`src/rtl/unidad_fetch_pkg.sv`:
```
// -----------------------------------------------------------------------------
// unidad_fetch_pkg
// Shared constants and types for the instruction-fetch stage and the
// instruction memory it drives. The default memory size lives here so the
// fetch range check and the memory itself agree on the legal address window.
// -----------------------------------------------------------------------------
package unidad_fetch_pkg;

    localparam int INSTR_W = 32;
    localparam int ADDR_W  = 32;
    localparam int PC_STEP = 4;

    localparam logic [ADDR_W-1:0] DEFAULT_RESET_PC  = 32'h0000_0000;
    localparam int                DEFAULT_MEM_BYTES = 1024;

    // One buffered fetch: the instruction word and the address it came from.
    typedef struct packed {
        logic [INSTR_W-1:0] instr;
        logic [ADDR_W-1:0]  pc;
    } fetch_entry_t;

    // A fetch address is usable when it is word aligned and the whole word
    // fits inside memory (pc_max is the last legal word address).
    function automatic logic pc_legal(input logic [ADDR_W-1:0] addr,
                                      input logic [ADDR_W-1:0] pc_max);
        return (addr[1:0] == 2'b00) && (addr <= pc_max);
    endfunction

endpackage

```
`src/rtl/fifo_fetch.sv`:
```
// -----------------------------------------------------------------------------
// fifo_fetch
// Synchronous DEPTH-entry FIFO of fetch entries with flush.
//   clk_i    clock, rising edge
//   rst_i    synchronous active-high reset (empties the FIFO)
//   push_i   write data_i at the tail
//   pop_i    consume the head
//   flush_i  discard every entry (takes priority over push/pop)
//   data_i   entry to write
//   count_o  number of valid entries (0..DEPTH)
//   head_o   oldest entry, all zeros when empty
// -----------------------------------------------------------------------------
module fifo_fetch
    import unidad_fetch_pkg::*;
#(
    parameter int DEPTH = 2,
    localparam int PTR_W = $clog2(DEPTH),
    localparam int CNT_W = PTR_W + 1
) (
    input  logic             clk_i,
    input  logic             rst_i,
    input  logic             push_i,
    input  logic             pop_i,
    input  logic             flush_i,
    input  fetch_entry_t     data_i,
    output logic [CNT_W-1:0] count_o,
    output fetch_entry_t     head_o
);

    localparam logic [CNT_W-1:0] DEPTH_C = CNT_W'(DEPTH);

    fetch_entry_t     mem_q [DEPTH];
    logic [PTR_W-1:0] head_q, tail_q;
    logic [CNT_W-1:0] count_q;
    logic             pop_ok, push_ok;

    // Guard against misuse so the pointers can never drift from count.
    assign pop_ok  = pop_i && (count_q != '0);
    assign push_ok = push_i && ((count_q < DEPTH_C) || pop_ok);

    always_ff @(posedge clk_i) begin
        if (rst_i || flush_i) begin
            head_q  <= '0;
            tail_q  <= '0;
            count_q <= '0;
        end else begin
            if (push_ok) tail_q <= tail_q + PTR_W'(1);
            if (pop_ok)  head_q <= head_q + PTR_W'(1);
            case ({push_ok, pop_ok})
                2'b10:   count_q <= count_q + CNT_W'(1);
                2'b01:   count_q <= count_q - CNT_W'(1);
                default: count_q <= count_q;
            endcase
        end
    end

    // Storage carries no reset; validity is tracked by count_q alone.
    always_ff @(posedge clk_i) begin
        if (!rst_i && !flush_i && push_ok) begin
            mem_q[tail_q] <= data_i;
        end
    end

    assign count_o = count_q;
    assign head_o  = (count_q != '0) ? mem_q[head_q] : '0;

endmodule

```
`src/rtl/unidad_fetch.sv`:
```
// -----------------------------------------------------------------------------
// unidad_fetch
// Instruction-fetch stage: owns the PC, addresses a combinational instruction
// memory, buffers {instr, pc} and hands it to decode over valid/ready.
//   clk              clock, rising edge
//   rst              synchronous active-high reset
//   imem_addr        byte address to instruction memory (the PC register)
//   imem_instr       instruction word for imem_addr, same cycle
//   redirect_valid   branch/jump taken this cycle
//   redirect_target  new PC when redirect_valid=1
//   out_valid        buffer head valid
//   out_ready        decode accepts the head
//   out_instr        head instruction (0 when empty)
//   out_pc           head instruction address (0 when empty)
//   fault            sticky fetch fault (misaligned or out-of-range PC)
// -----------------------------------------------------------------------------
module unidad_fetch
    import unidad_fetch_pkg::*;
#(
    parameter logic [ADDR_W-1:0] RESET_PC  = DEFAULT_RESET_PC,
    parameter int                MEM_BYTES = DEFAULT_MEM_BYTES,
    parameter int                DEPTH     = 2
) (
    input  logic               clk,
    input  logic               rst,
    output logic [ADDR_W-1:0]  imem_addr,
    input  logic [INSTR_W-1:0] imem_instr,
    input  logic               redirect_valid,
    input  logic [ADDR_W-1:0]  redirect_target,
    output logic               out_valid,
    input  logic               out_ready,
    output logic [INSTR_W-1:0] out_instr,
    output logic [ADDR_W-1:0]  out_pc,
    output logic               fault
);

    localparam int                CNT_W   = $clog2(DEPTH) + 1;
    localparam logic [CNT_W-1:0]  DEPTH_C = CNT_W'(DEPTH);
    localparam logic [ADDR_W-1:0] PC_MAX  = ADDR_W'(MEM_BYTES - PC_STEP);

    logic [ADDR_W-1:0] pc_q, pc_d;
    logic              fault_q, fault_d;

    logic [CNT_W-1:0]  count;
    fetch_entry_t      head;
    fetch_entry_t      wr_entry;
    logic              pop, push, space, pc_ok;

    fifo_fetch #(
        .DEPTH (DEPTH)
    ) u_fifo (
        .clk_i   (clk),
        .rst_i   (rst),
        .push_i  (push),
        .pop_i   (pop),
        .flush_i (redirect_valid),
        .data_i  (wr_entry),
        .count_o (count),
        .head_o  (head)
    );

    always_comb begin
        pop            = (count != '0) && out_ready;
        // A full buffer still accepts a fetch when decode drains the head
        // in the same cycle, which keeps throughput at one per cycle.
        space          = (count < DEPTH_C) || pop;
        pc_ok          = pc_legal(pc_q, PC_MAX);
        push           = !fault_q && !redirect_valid && space && pc_ok;
        wr_entry.instr = imem_instr;
        wr_entry.pc    = pc_q;

        pc_d    = pc_q;
        fault_d = fault_q;
        if (redirect_valid) begin
            // An illegal target is still loaded so it can be inspected.
            pc_d    = redirect_target;
            fault_d = !pc_legal(redirect_target, PC_MAX);
        end else if (!fault_q && !pc_ok) begin
            fault_d = 1'b1;
        end else if (push) begin
            pc_d = pc_q + ADDR_W'(PC_STEP);
        end
    end

    always_ff @(posedge clk) begin
        if (rst) begin
            pc_q    <= RESET_PC;
            fault_q <= 1'b0;
        end else begin
            pc_q    <= pc_d;
            fault_q <= fault_d;
        end
    end

    assign imem_addr = pc_q;
    assign fault     = fault_q;
    assign out_valid = (count != '0);
    assign out_instr = head.instr;
    assign out_pc    = head.pc;

endmodule
```
`config.mk`:
```
export PLATFORM = sky130hd
export DESIGN_NAME = unidad_fetch
export DESIGN_NICKNAME = d
export VERILOG_FILES = /design/src/rtl/unidad_fetch_pkg.sv /design/src/rtl/fifo_fetch.sv /design/src/rtl/unidad_fetch.sv
export SDC_FILE = /design/constraint.sdc
export NUM_CORES = 1
export LEC_CHECK = 0
export CORE_MARGIN = 1.5
export CORE_UTILIZATION = 55
export CTS_BUF_LIST = sky130_fd_sc_hd__clkbuf_4 sky130_fd_sc_hd__clkbuf_8
export DETAILED_ROUTE_END_ITERATION = 10
export PLACE_DENSITY_LB_ADDON = 0.12
export SETUP_SLACK_MARGIN = 0.02
export SKIP_LAST_GASP = 1
export SYNTH_ARGS = -nofsm -noshare
export SYNTH_HDL_FRONTEND = slang
export SYNTH_SLANG_ARGS = --single-unit
```
`constraint.sdc`:
```
create_clock -name clk -period 18.5 [get_ports clk]
set_input_delay 1.85 -clock clk [delete_from_list [all_inputs] [get_ports clk]]
set_output_delay 1.85 -clock clk [all_outputs]
set_load 0.1 [all_outputs]
```
==> run summary <==
worst-path cell chain: mux2i_1 > nor2_1 > clkdlybuf4s50_1
Power Density: 87.5 nW/um2
CTS tree: yes
Post-synth EDFFs: 128
worst-margin pin slew: 1190 ps
row count: 39
CTS root buffer: clkbuf_8
period utilization: 0.271
Post-Syn Area: 6630 um2
Fmax achieved: 0.199 GHz
Clock transition at path regs: 80 ps
largest cells by area after synthesis: edfxtp_1, mux2i_1, dfxtp_1
Critical Path RT: 16650 ps
die width: 113 um
register bit total from synthesis: 166
HP Class: reg -> reg
Synth top area share: 0.580
crit path DAT: 3170 ps
ANT nets after route: 0
Hold Buf Count CTS: 0
fin. max-slew vios: 0
n_diodes: 0
Synth area leader: edfxtp_1
number of global-route vias before repair: 4440
drt wl/cell: 18.8 um
Die Ht: 113 um
final setup fails: 0
initial antenna violation count: 0
Synthesized Nets: 537
ys async rst share: 0
Max-cap violations: 0
DRT iter0 DRCs: 313
Clk Latency, worst-skew pair: 450 ps
layout cells sized above 1: 0.0840
die area: 12700 um2
RePlAce Congestion: 0.797
overall routing resource usage: 0.236
dominant synthesized flop cell: edfxtp_1
Routed WL: 14800 um
Tot Pwr: 0.773 mW
minimum clock period: 5020 ps
dpl hpwl: 9730 um
Initial Utilization: 0.573
synthesized area per cell: 14.2 um2
Peak VDD IR: 0.0000686 V
Seq/Total Area, Yosys: 0.695
core area: 11600 um2
Overflow after GRT: 0
Crit-path slowest cell: clkdlybuf4s50_1
outcome: completed
first-pass GRT wire length: 22800 um
Netlist cell types: 46
Critical Path Max Stage Delay: 1150 ps
leakage power: 2.88 nW
number of I/O pins: 166
skew final: 11.5 ps
Post-CTS Setup Inserts: 0
Worst setup EP type: output pin
area of the multi-input gates: 1900 um2
delay-heaviest family, CP: buffers and inverters
largest net degree at the start of global routing: 65
drt drc: 0
post-cts sizing count: 0
Synth-to-Final Area Change: 33.3%
Nets: 700
Setup TNS: 0 ps
Post-Synthesis Cells: 467
CTS Buffer Depth: 2
FILL cells: 734
H-tree lvl count: 4
CTS sink count: 166
Final Hold Fails: 0
number of buffers added on ports: 165
RSZ-0062 raised after global routing: false
Synth Warn #: 0
TritonCTS Buffers: 17
Max-slew headroom: 0.210
critical path class: reg -> out
crit path buf inv count: 1
startpoint types: register
vias per inst: 5.61
total number of vias: 4407
CP max FO: 64
register area: 4610 um2
1st-pass router iterations: 7
-- kinds of logic after synthesis --
logic type	after synthesis	share of synthesized area
simple gates	149	0.111
xor+xnor	3	0.00397
fa+ha+maj	2	0.00378
mux	88	0.133
compound gates	27	0.0325
buf+inv	32	0.0208
flops	166	0.695
-- path summary, 6_finish.rpt --
kind	from	end	cells past startpoint	slack (ps)
worst max-delay path	register	out_pc[7]	3	13480
worst max register to register	imem_addr[10]	u_fifo.mem_q[1][48]	6	15660
worst min-delay path	u_fifo.tail_q	u_fifo.tail_q	2	530
worst min register to register	u_fifo.tail_q	u_fifo.tail_q	2	530
-- placed cells by master (no fill, tap or decap), drive strengths merged, types with 3 or more instances in the layout --
cell type | synthesis | routed
buf | 17 | 7
nor2 | 99 | 99
nand4 | 5 | 5
clkdlybuf4s50 | 0 | 164
mux2i | 88 | 88
nand2 | 8 | 8
edfxtp | 128 | 128
inv | 4 | 5
a21oi | 3 | 3
nor4 | 13 | 13
or4 | 3 | 3
clkinv | 1 | 6
bufinv | 0 | 4
nand3 | 7 | 7
o211ai | 5 | 5
nor3 | 5 | 5
o21ai | 3 | 3
dfxtp | 38 | 38
clkbuf | 10 | 22
-- Yosys cell counts (all sizes together), types with 2 or more instances --
| cell type | count |
|---|---|
| a21oi | 3 |
| a311oi | 2 |
| a31oi | 2 |
| and2 | 2 |
| and4 | 2 |
| buf | 17 |
| clkbuf | 10 |
| dfxtp | 38 |
| edfxtp | 128 |
| ha | 2 |
| inv | 4 |
| mux2i | 88 |
| nand2 | 8 |
| nand3 | 7 |
| nand4 | 5 |
| nor2 | 99 |
| nor3 | 5 |
| nor4 | 13 |
| o211a | 2 |
| o211ai | 5 |
| o21ai | 3 |
| or4 | 3 |
| xnor2 | 2 |
-- worst reg2reg max path: stages, from the launching register on --
cell and delay [ps]:
dfxtp_1 380, nor4_2 340, nand4_1 490, nor2_2 320
inv_1 160, nor3_2 250, buf_4 520
-- cell type report --
cell class | instances | share of cell area
clock inverters | 10 | 0.0176
inverters | 5 | 0.00212
well taps | 143 | 0.0203
repair buffers | 171 | 0.192
clock buffers | 22 | 0.0314
flip-flops and latches | 166 | 0.522
multi-input cells | 269 | 0.215
-- per-layer routing --
metal  share of wire  GRT usage  up-vias
li1                -          -     2059
met1            0.42      0.300     2128
met2            0.49      0.391      194
met3           0.070     0.0595       26
met4           0.021     0.0979        0
met5               0          0        -
-- through the flow --
step           setup slack (ps)  cells  utilization  hold WS, ps  instance area [um2]
5_1_grt                   13350    786        0.764          550                 8830
4_1_cts                   13440    786        0.764          524                 8830
3_5_place_dp              13840    754        0.726          514                 8400
6_report                  13480    786        0.764          526                 8830
3_3_place_gp              13970    754        0.726          483                 8400
2_1_floorplan             10850    467            -          463                 6630
-- flip-flops by register name, indices dropped and copies added (netlist names), named ones only --
register / flops
u_fifo.tail_q: 1
fault: 1
u_fifo.head_q: 1
u_fifo.mem_q: 128
imem_addr: 32
u_fifo.count_o: 2
-- where the power goes --
part	internal (mW)	total, mW	leakage (nW)	switching [mW]
Combinational	0.0279	0.0800	1.20	0.0521
Sequential	0.405	0.414	1.45	0.00847
Clock	0.156	0.279	0.229	0.123
Note: power is estimated with default switching activity, not from simulation.
